File: src/rtl/eth_bd_pkg.sv
// Shared types for the buffer-descriptor RAM controller: requester IDs,
// access codes and the read-tag carried through the in-flight pipeline.
package eth_bd_pkg;

    typedef enum logic [1:0] {
        REQ_TX   = 2'd0,
        REQ_RX   = 2'd1,
        REQ_HOST = 2'd2
    } req_id_t;

    typedef enum logic [1:0] {
        ACC_IDLE  = 2'd0,
        ACC_READ  = 2'd1,
        ACC_WRITE = 2'd2
    } acc_t;

    typedef struct packed {
        logic    valid;
        req_id_t id;
    } rd_tag_t;

    // Round-robin successor: the requester that gets first look after a winner.
    function automatic req_id_t next_id(req_id_t id);
        case (id)
            REQ_TX:  return REQ_RX;
            REQ_RX:  return REQ_HOST;
            default: return REQ_TX;
        endcase
    endfunction

endpackage

File: src/rtl/eth_bd_ram_ctrl_if.sv
// Single-port BD RAM bus: the controller is the master, the RAM instance the slave.
interface eth_bd_ram_ctrl_if;

    logic        ram_ce;
    logic [3:0]  ram_we;
    logic        ram_oe;
    logic [7:0]  ram_addr;
    logic [31:0] ram_di;
    logic [31:0] ram_dout;

    modport master (output ram_ce, ram_we, ram_oe, ram_addr, ram_di, input ram_dout);
    modport slave  (input ram_ce, ram_we, ram_oe, ram_addr, ram_di, output ram_dout);

endinterface

File: src/rtl/eth_bd_ram_ctrl_rr_arb.sv
// Three-way round-robin arbiter (TX -> RX -> host) with a host starvation
// counter that forces a host grant after HOST_MAXWT lost cycles.
module eth_bd_rr_arb
    import eth_bd_pkg::*;
#(
    parameter int HOST_MAXWT = 4
) (
    input  logic    clk,
    input  logic    rst,
    input  logic    tx_req,
    input  logic    rx_req,
    input  logic    host_req,
    output logic    tx_gnt,
    output logic    rx_gnt,
    output logic    host_gnt,
    output logic    gnt_any,
    output req_id_t gnt_id
);

    localparam int CW = $clog2(HOST_MAXWT + 1);

    req_id_t       ptr;
    logic [CW-1:0] host_wait;
    logic          host_forced;

    assign host_forced = host_req && (host_wait >= CW'(HOST_MAXWT));

    // NOTE: every output of a combinational block gets a default first, so no path can infer a latch.
    always_comb begin
        tx_gnt   = 1'b0;
        rx_gnt   = 1'b0;
        host_gnt = 1'b0;
        if (!rst) begin
            if (host_forced) begin
                host_gnt = 1'b1;
            end else begin
                unique case (ptr)
                    REQ_TX: begin
                        if (tx_req)        tx_gnt   = 1'b1;
                        else if (rx_req)   rx_gnt   = 1'b1;
                        else if (host_req) host_gnt = 1'b1;
                    end
                    REQ_RX: begin
                        if (rx_req)        rx_gnt   = 1'b1;
                        else if (host_req) host_gnt = 1'b1;
                        else if (tx_req)   tx_gnt   = 1'b1;
                    end
                    default: begin
                        if (host_req)      host_gnt = 1'b1;
                        else if (tx_req)   tx_gnt   = 1'b1;
                        else if (rx_req)   rx_gnt   = 1'b1;
                    end
                endcase
            end
        end
    end

    assign gnt_any = tx_gnt | rx_gnt | host_gnt;
    assign gnt_id  = rx_gnt ? REQ_RX : (host_gnt ? REQ_HOST : REQ_TX);

    // NOTE: state updates use non-blocking assignments so every register samples pre-edge values.
    always_ff @(posedge clk) begin
        if (rst) begin
            ptr       <= REQ_TX;
            host_wait <= '0;
        end else begin
            if (gnt_any) ptr <= next_id(gnt_id);
            if (host_gnt)
                host_wait <= '0;
            else if (host_req && (host_wait != CW'(HOST_MAXWT)))
                host_wait <= host_wait + CW'(1);
        end
    end

endmodule

File: src/rtl/eth_bd_ram_ctrl.sv
// BD RAM initiator: arbitrates host/TX/RX onto the single RAM port, drives the
// strobes in the grant cycle and returns read data two cycles after the grant.
module eth_bd_ram_ctrl
    import eth_bd_pkg::*;
#(
    parameter int TX_BD_NUM  = 64,
    parameter int HOST_MAXWT = 4
) (
    input  logic                  clk,
    input  logic                  rst,
    input  logic                  host_req,
    input  logic [3:0]            host_we,
    input  logic [7:0]            host_addr,
    input  logic [31:0]           host_wdata,
    output logic                  host_gnt,
    input  logic                  tx_req,
    input  logic [7:0]            tx_addr,
    output logic                  tx_gnt,
    input  logic                  rx_req,
    input  logic [3:0]            rx_we,
    input  logic [7:0]            rx_addr,
    input  logic [31:0]           rx_wdata,
    output logic                  rx_gnt,
    output logic [31:0]           rd_data,
    output logic                  host_rvalid,
    output logic                  tx_rvalid,
    output logic                  rx_rvalid,
    eth_bd_ram_ctrl_if.master     ram
);

    localparam logic [7:0] RX_BASE = 8'(TX_BD_NUM);

    logic        gnt_any;
    req_id_t     gnt_id;
    logic [3:0]  sel_we;
    logic [7:0]  sel_addr;
    logic [31:0] sel_wdata;
    acc_t        acc;
    rd_tag_t     s1, s2;

    eth_bd_rr_arb #(.HOST_MAXWT(HOST_MAXWT)) u_arb (
        .clk      (clk),
        .rst      (rst),
        .tx_req   (tx_req),
        .rx_req   (rx_req),
        .host_req (host_req),
        .tx_gnt   (tx_gnt),
        .rx_gnt   (rx_gnt),
        .host_gnt (host_gnt),
        .gnt_any  (gnt_any),
        .gnt_id   (gnt_id)
    );

    // TX never writes; RX addresses are relative to the end of the TX region and wrap at 256.
    always_comb begin
        sel_we    = '0;
        sel_addr  = '0;
        sel_wdata = '0;
        if (gnt_any) begin
            unique case (gnt_id)
                REQ_TX: sel_addr = tx_addr;
                REQ_RX: begin
                    sel_we    = rx_we;
                    sel_addr  = rx_addr + RX_BASE;
                    sel_wdata = rx_wdata;
                end
                default: begin
                    sel_we    = host_we;
                    sel_addr  = host_addr;
                    sel_wdata = host_wdata;
                end
            endcase
        end
    end

    assign acc = !gnt_any ? ACC_IDLE : ((sel_we == 4'd0) ? ACC_READ : ACC_WRITE);

    // A read keeps ce/oe up through the data cycle even when nothing new is granted.
    assign ram.ram_ce   = !rst && (gnt_any || s1.valid);
    assign ram.ram_oe   = !rst && ((acc == ACC_READ) || s1.valid);
    assign ram.ram_we   = sel_we;
    assign ram.ram_addr = sel_addr;
    assign ram.ram_di   = sel_wdata;

    always_ff @(posedge clk) begin
        if (rst) begin
            s1      <= '0;
            s2      <= '0;
            rd_data <= '0;
        end else begin
            s1 <= '{valid: (acc == ACC_READ), id: gnt_id};
            s2 <= s1;
            if (s1.valid) rd_data <= ram.ram_dout;
        end
    end

    assign tx_rvalid   = s2.valid && (s2.id == REQ_TX);
    assign rx_rvalid   = s2.valid && (s2.id == REQ_RX);
    assign host_rvalid = s2.valid && (s2.id == REQ_HOST);

endmodule

File: src/flat_wrapper.sv
// flat-port wrapper written by rule: the top's interface ports become plain ports
module eth_bd_ram_ctrl_flat import eth_bd_pkg::*;
#(
    parameter int TX_BD_NUM  = 64,
    parameter int HOST_MAXWT = 4
)
  (clk, rst, host_req, host_we, host_addr, host_wdata, host_gnt, tx_req, tx_addr, tx_gnt, rx_req, rx_we, rx_addr, rx_wdata, rx_gnt, rd_data, host_rvalid, tx_rvalid, rx_rvalid, ram_ram_ce, ram_ram_we, ram_ram_oe, ram_ram_addr, ram_ram_di, ram_ram_dout);
  eth_bd_ram_ctrl_if ram_i ();
  input  logic clk;
  input  logic rst;
  input  logic host_req;
  input  logic [3:0] host_we;
  input  logic [7:0] host_addr;
  input  logic [31:0] host_wdata;
  output logic host_gnt;
  input  logic tx_req;
  input  logic [7:0] tx_addr;
  output logic tx_gnt;
  input  logic rx_req;
  input  logic [3:0] rx_we;
  input  logic [7:0] rx_addr;
  input  logic [31:0] rx_wdata;
  output logic rx_gnt;
  output logic [31:0] rd_data;
  output logic host_rvalid;
  output logic tx_rvalid;
  output logic rx_rvalid;
  output wire logic [$bits(ram_i.ram_ce)-1:0] ram_ram_ce;
  output wire logic [$bits(ram_i.ram_we)-1:0] ram_ram_we;
  output wire logic [$bits(ram_i.ram_oe)-1:0] ram_ram_oe;
  output wire logic [$bits(ram_i.ram_addr)-1:0] ram_ram_addr;
  output wire logic [$bits(ram_i.ram_di)-1:0] ram_ram_di;
  input wire logic [$bits(ram_i.ram_dout)-1:0] ram_ram_dout;
  assign ram_ram_ce = ram_i.ram_ce;
  assign ram_ram_we = ram_i.ram_we;
  assign ram_ram_oe = ram_i.ram_oe;
  assign ram_ram_addr = ram_i.ram_addr;
  assign ram_ram_di = ram_i.ram_di;
  assign ram_i.ram_dout = ram_ram_dout;
  eth_bd_ram_ctrl #(.TX_BD_NUM(TX_BD_NUM), .HOST_MAXWT(HOST_MAXWT)) u_core (.clk(clk), .rst(rst), .host_req(host_req), .host_we(host_we), .host_addr(host_addr), .host_wdata(host_wdata), .host_gnt(host_gnt), .tx_req(tx_req), .tx_addr(tx_addr), .tx_gnt(tx_gnt), .rx_req(rx_req), .rx_we(rx_we), .rx_addr(rx_addr), .rx_wdata(rx_wdata), .rx_gnt(rx_gnt), .rd_data(rd_data), .host_rvalid(host_rvalid), .tx_rvalid(tx_rvalid), .rx_rvalid(rx_rvalid), .ram(ram_i));
endmodule
File: config.mk
export PLATFORM = sky130hd
export DESIGN_NAME = eth_bd_ram_ctrl_flat
export DESIGN_NICKNAME = d
export VERILOG_FILES = /design/src/rtl/eth_bd_pkg.sv /design/src/rtl/eth_bd_ram_ctrl_if.sv /design/src/rtl/eth_bd_ram_ctrl_rr_arb.sv /design/src/rtl/eth_bd_ram_ctrl.sv /design/src/flat_wrapper.sv
export SDC_FILE = /design/constraint.sdc
export NUM_CORES = 1
export LEC_CHECK = 0
export ABC_AREA = 1
export CAP_MARGIN = 20
export CORE_MARGIN = 2
export CORE_UTILIZATION = 27
export DETAILED_ROUTE_END_ITERATION = 16
export MAX_ROUTING_LAYER = met4
export PLACE_DENSITY = 0.86
export SLEW_MARGIN = 40
export SYNTH_ARGS = -nofsm -noshare
export SYNTH_HDL_FRONTEND = slang
export SYNTH_SLANG_ARGS = --single-unit
File: constraint.sdc
create_clock -name clk -period 1.5 [get_ports clk]
set_input_delay 0.225 -clock clk [delete_from_list [all_inputs] [get_ports clk]]
set_output_delay 0.225 -clock clk [all_outputs]
set_load 0.02 [all_outputs]
# Word-level counts from Yosys, hierarchy flattened
# Cells that the tools add are included.
# Widths: inputs -> output; s select.
# word_totals
out_inout_bits,84
register_bits,43
input_bits,133
# op_classes
magnitude_cmp,1
n_bitwise,2
muxes,29
eq_ne,6
addsub,2
n_reduce_logical,15
# op_table
cell,n
$pmux 32 s2,1
$mux 32,1
$pmux 8 s2,1
$mux 1,15
$add 8x7->8 const B,1
$eq 2x1->1 const B,4
$mux 2,4
$mux 8,1
$pmux 4 s2,1
$logic_and 1x1->1,7
$logic_not 2->1,3
$pmux 1 s2,3
$logic_not 4->1,1
$mux 4,1
$pmux 2 s2,1
$add 3x1->3 const B,1
$ge 3x3->1 const B,1
$ne 3x3->1 const B,1
$eq 2x2->1 const B,1
$logic_or 1x1->1,2
$or 1x1->1,2
$reduce_or 2->1,1
$logic_not 1->1,1

# Longest topological paths before layout
# logic_depth
depth_word,17
mapped_depth,12

# By module
# Synthesis repeated with hierarchy kept, for this count alone.
# unflattened
cells_unflattened,410
area_unflattened_um2,2448.6
# by_module_without_submodules
mod,area_each_um2,n_inst,cells_per_inst
eth_bd_ram_ctrl,2054.5,1,345
eth_bd_rr_arb,394.1,1,65

# Least setup slack after synthesis
# No wires, ideal clock.
# synth_timing
path_type,input port to output port
from,input rst
to,output ram_ram_oe
n_path_buf,2
setup_slack_ns,-0.223
required_ns,1.275
arrival_time_ns,1.498
cell_stages,12
path_cell_list,buf_4 > clkinv_2 > nand2_1 > a21oi_2 > nand2_2 > inv_2 > buf_6 > nand2_1 > nand2_1 > nor2_1 > nand3_1 > nand2_1
# synth_between
elab_chain_cells,12
# synth_rtl
item,line,rtl
"start, declared",flat_wrapper.sv:10,input logic rst;
$mux 1,eth_bd_ram_ctrl_rr_arb.sv:33,if (!rst) begin
$mux 2 (2 in series),eth_bd_ram_ctrl_rr_arb.sv:59,assign gnt_id = rx_gnt ? REQ_RX : (host_gnt ? REQ_HOST : REQ_TX);
$eq 2x1->1 or $logic_not 2->1 (tied branches),eth_bd_ram_ctrl.sv:60,unique case (gnt_id)
$pmux 4 s2,eth_bd_ram_ctrl.sv:60,
$mux 4 (*),eth_bd_ram_ctrl.sv:59,if (gnt_any) begin
via ram_ram_we[3],flat_wrapper.sv:29,output wire logic [$bits(ram_i.ram_we)-1:0] ram_ram_we;
$logic_not 4->1 (*),eth_bd_ram_ctrl.sv:76,assign acc = !gnt_any ? ACC_IDLE : ((sel_we == 4'd0) ? ACC_READ : ACC_WRITE);
$mux 2 (*) (2 in series),eth_bd_ram_ctrl.sv:76,
$eq 2x1->1 (*),eth_bd_ram_ctrl.sv:80,assign ram.ram_oe = !rst && ((acc == ACC_READ) || s1.valid);
$logic_or 1x1->1 (*),eth_bd_ram_ctrl.sv:80,
$logic_and 1x1->1 (*),eth_bd_ram_ctrl.sv:80,
"end, declared",flat_wrapper.sv:30,output wire logic [$bits(ram_i.ram_oe)-1:0] ram_ram_oe;
# Mark *: on every way through the listed nets, which the timed path passes. The rest lies on a longest branch.

# Final worst setup path
# layout_timing
from,register u_core.u_arb.ptr[1]
to,output ram_ram_addr[2]
# layout_between
elab_chain_cells,9
# layout_rtl
item,line,rtl
"start, declared",eth_bd_ram_ctrl_rr_arb.sv:22,req_id_t ptr;
"start signal, assigned",eth_bd_ram_ctrl_rr_arb.sv:67,if (gnt_any) ptr <= next_id(gnt_id);
$eq 2x1->1 or $logic_not 2->1 (tied branches),eth_bd_ram_ctrl_rr_arb.sv:37,unique case (ptr)
$pmux 1 s2,eth_bd_ram_ctrl_rr_arb.sv:37,
$mux 1,eth_bd_ram_ctrl_rr_arb.sv:34,if (host_forced) begin
$mux 1,eth_bd_ram_ctrl_rr_arb.sv:33,
$mux 2 (2 in series),eth_bd_ram_ctrl_rr_arb.sv:59,
$eq 2x1->1 or $logic_not 2->1 (tied branches),eth_bd_ram_ctrl.sv:60,
$pmux 8 s2,eth_bd_ram_ctrl.sv:60,
$mux 8 (*),eth_bd_ram_ctrl.sv:59,
"end, declared",flat_wrapper.sv:31,output wire logic [$bits(ram_i.ram_addr)-1:0] ram_ram_addr;
# Mark *: on every way between the ends. The rest lies on a longest branch, timed or not.

==> impl_results.md <==
* Run status: complete, but fails checks
* Failing checks: negative setup slack
* Core Util, Final at 0.7224
* First-pass GRT wire length at 16070 µm
* Fin crit share at 1.402
* Total GRT Usage at 0.2402
* Worst path max stage delay at 0.39 ns
* Place WS at -1.167 ns
* Critical path required time at 1.27 ns
* WHS Path Cells at 2
* Post-route insts no fill at 675
* DR top layer: met4
* Post-DRT Antenna Nets at 0
* Top Ports at 217
* Max Freq at 475.4 MHz
* Top cells by area, synth: dfxtp_1 (39%), nor2_1 (13%), a22o_1 (13%)
* GP Congestion at 0.8862
* Min Tclk post-route at 2.103 ns
* Die width at 94.06 µm
* Iteration-0 DRC Markers at 75
* Final net count at 707
* Per-cell routed wire length at 17.47 µm
* Compound-gate portion of the synthesized area at 0.2560
* Clock root cell: clkbuf_8
* Worst setup startpoint: u_core.u_arb.ptr[1]$_SDFFE_PP0P_
* H-Tree Depth at 2
* # setup viols final at 51
* Warnings, synthesis at 0
* Count leader, synth: nor2_1
* Mux contribution to synthesized area at 0
* Worst reg2reg startpoint: u_core.u_arb.ptr[1]$_SDFFE_PP0P_
* Largest net degree at the start of global routing at 37
* Critical Path Fanout Max at 5
* Clock latency on the worst-skew pair at 0.29 ns
* Vias in the first global route at 3363
* Tightest Pin Transition at 0.3394 ns
* Syn Nets at 445
* Crit. End Element: primary output
* Post-Synth Adder-Cell Area at 0.01143
* Slew Viols, Final at 0
* RSZ-0062 raised after global routing: true
* WHS Endpoint: u_core.s2[0]$_SDFF_PP0_
* Finished Cell Area at 5640 µm²
* Xor and xnor area share after synthesis at 0.004000
* Main combinational cell family by area after synthesis: compound AO/OA/AOI/OAI gates
* Hold Violations, Final at 0
* Top delay family on crit path: compound AO/OA/AOI/OAI gates
* IO buf count at 216
* Drt drc at 0
* Worst Slack Setup Final at -0.6033 ns
* EDFF count, synth at 0
* Core area at 7807 µm²
* CP max-delay cell: dfxtp_4
* Pwr Density at 770.0 nW/µm²
* Clk sinks at 43
* Layout overhead on the synthesized area at 157.6%
* Top post-synthesis cells by count: nor2_1 (78), nand2_1 (48), dfxtp_1 (43)
* Yosys top cell area share at 0.3931
* Critical path cell sequence: inv_4 -> a21oi_2 -> nand2_2 -> a21oi_4 -> buf_12 -> nor2_4 -> buf_6 -> a21oi_2 -> nor2_2 -> buf_6
* End of the worst register-to-register path: u_core.s1[2]$_SDFF_PP0_
* CTS tree: yes
* Worst R2R Path Depth at 16
* Asr flop ratio synth at 0
* Clock-pin slew on the worst setup and hold paths at 0.08 ns
* Die height at 94.06 µm
* Synth Area in Simple Gates at 0.2514
* R2R Setup Slk at -0.42 ns
* CTS Buffer Depth at 2
* Number of hold buffers added after cts at 0
* GRT overflow at 0
* DR pass1 iterations at 4
* Synth cell types at 24
* Sequential share of the synthesized area at 0.3931
* Main synth FF type: dfxtp_1
* Post-Place Cells at 640
* Crit path launch type: register
* N_diodes at 0
* Hold Path Class: reg -> reg
* Vias at 3327
* Gate Count Post-Synth at 310
* Initial antenna violation count at 0
* Routed vias/inst at 4.929
* Placed inst area at 4855 µm²
* FF+latch count, synth at 43
* Initial Utilization at 0.2804
* Setup CP Type: reg -> out
* MaxCap Viol Count at 0
* CTS Buf Count at 5
* Detailed Route WL at 11790 µm
* Rel. slew slack at 0.7737
* Met2 routed WL at 6280 µm
* Post-Syn Area at 2190 µm²
* Total power draw at 0.004343 W
* Wl on met1 at 3987 µm
* WP data arrival at 1.88 ns
* DIE AREA at 8846 µm²
* Buf+Inv Stages, Crit Path at 4
* Avg Cell Area, Syn at 7.063 µm²
* Worst Hold Launch: u_core.s1[0]$_SDFF_PP0_
* Clock skew at 0.007308 ns
* Met3 wire length at 956 µm
* Layout cell share with drive strength beyond 1 at 0.3211
* VDD IR max at 712.8 µV
* Final HPWL DP at 7994 µm
* Top cell type by total area after synthesis: dfxtp_1
* Lkg Pwr at 2.841 nW
* Num rows at 32
layout by cell type, fill, tap and decap left out, types with 2 or more instances in the layout:
cell             instances
buf_16                   2
buf_8                    3
nand2_4                  6
clkbuf_8                 5
bufinv_16                2
inv_2                    2
a21oi_1                  5
o22ai_1                  2
nand2_2                 13
o21ai_0                 32
dlygate4sd2_1            5
a22o_4                  16
a21oi_4                  7
nand3_1                  6
nor2_1                  69
nor2_2                   7
dlymetal6s2s_1          23
nand3_2                  2
buf_6                   67
clkdlybuf4s50_1        138
a21oi_2                  5
ha_1                     2
nand2_1                 31
inv_1                   16
a22o_1                  16
buf_12                   5
dfxtp_1                 41
nor2_4                   4
buf_4                   29
state kept, by name, summed over array words and instances, names as in the netlist:
register / count
u_core.u_arb.host_wait: 3
u_core.s1: 3
u_core.rd_data: 32
u_core.s2: 3
u_core.u_arb.ptr: 2
power by group:
group,internal [W],switching [W]
sequential,0.00128,0.0000635
combinational,0.00105,0.000903
clock,0.000664,0.000389
total,0.00299,0.00136
layout make-up:
cell class,count,area [µm²]
multi-input cells,227,1504
clock inverters,3,67.56
well taps,102,127.6
inverters,21,91.34
flip-flops and latches,43,865.8
repair buffers,274,2915
fillers,549,2167
clock buffers,5,68.82
per-layer routing:
layer	GRT usage	up-vias
li1	-	1552
met1	0.2254	1557
met2	0.4601	176
met3	0.05297	42
met4	0.1123	0
met5	-	-
worst max-delay path by stage:
| stage | to | cells after the start | slack [ns] |
|---|---|---|---|
| finish | ram_ram_addr[2] | 10 | -0.60 |
| global route | ram_ram_addr[5] | 10 | -0.70 |
| CTS | ram_ram_oe | 13 | -0.54 |
| detailed placement | ram_ram_addr[6] | 9 | -1.17 |
| global placement | ram_ram_addr[6] | 9 | -1.11 |
| floorplan | ram_ram_addr[1] | 9 | -0.09 |
what timing repair did:
| action | 4_1_cts | 5_1_grt |
|---|---|---|
| gates cloned | 5 | 1 |
| buffers inserted | 14 | 11 |
| endpoints found under the setup margin | 53 | 74 |
| pin swaps | 23 | 15 |
| gates resized for setup | 336 | 59 |
worst min-delay path, cell delays in order (launching register included):
cell	delay [ns]
dfxtp_1	0.30
inv_1	0.04
nor2_1	0.03
per-stage QoR:
stage | TNS (ns) | hold WS [ns]
final | -25.89 | 0.4150
after global routing | -29.89 | 0.4440
after CTS | -22.98 | 0.4135
after detailed placement | -50.50 | 0.4026
after global placement | -48.98 | 0.3996
after floorplan | -2.264 | 0.3599
kinds of logic after synthesis:
| logic type | count (synthesis) |
|---|---|
| flip-flops | 43 |
| XOR/XNOR | 1 |
| AND/OR/NAND/NOR | 140 |
| adder cells (fa/ha/maj) | 2 |
| buffers and inverters | 40 |
| AO/OA/AOI/OAI | 84 |
Power figures use the tool's default switching activity.
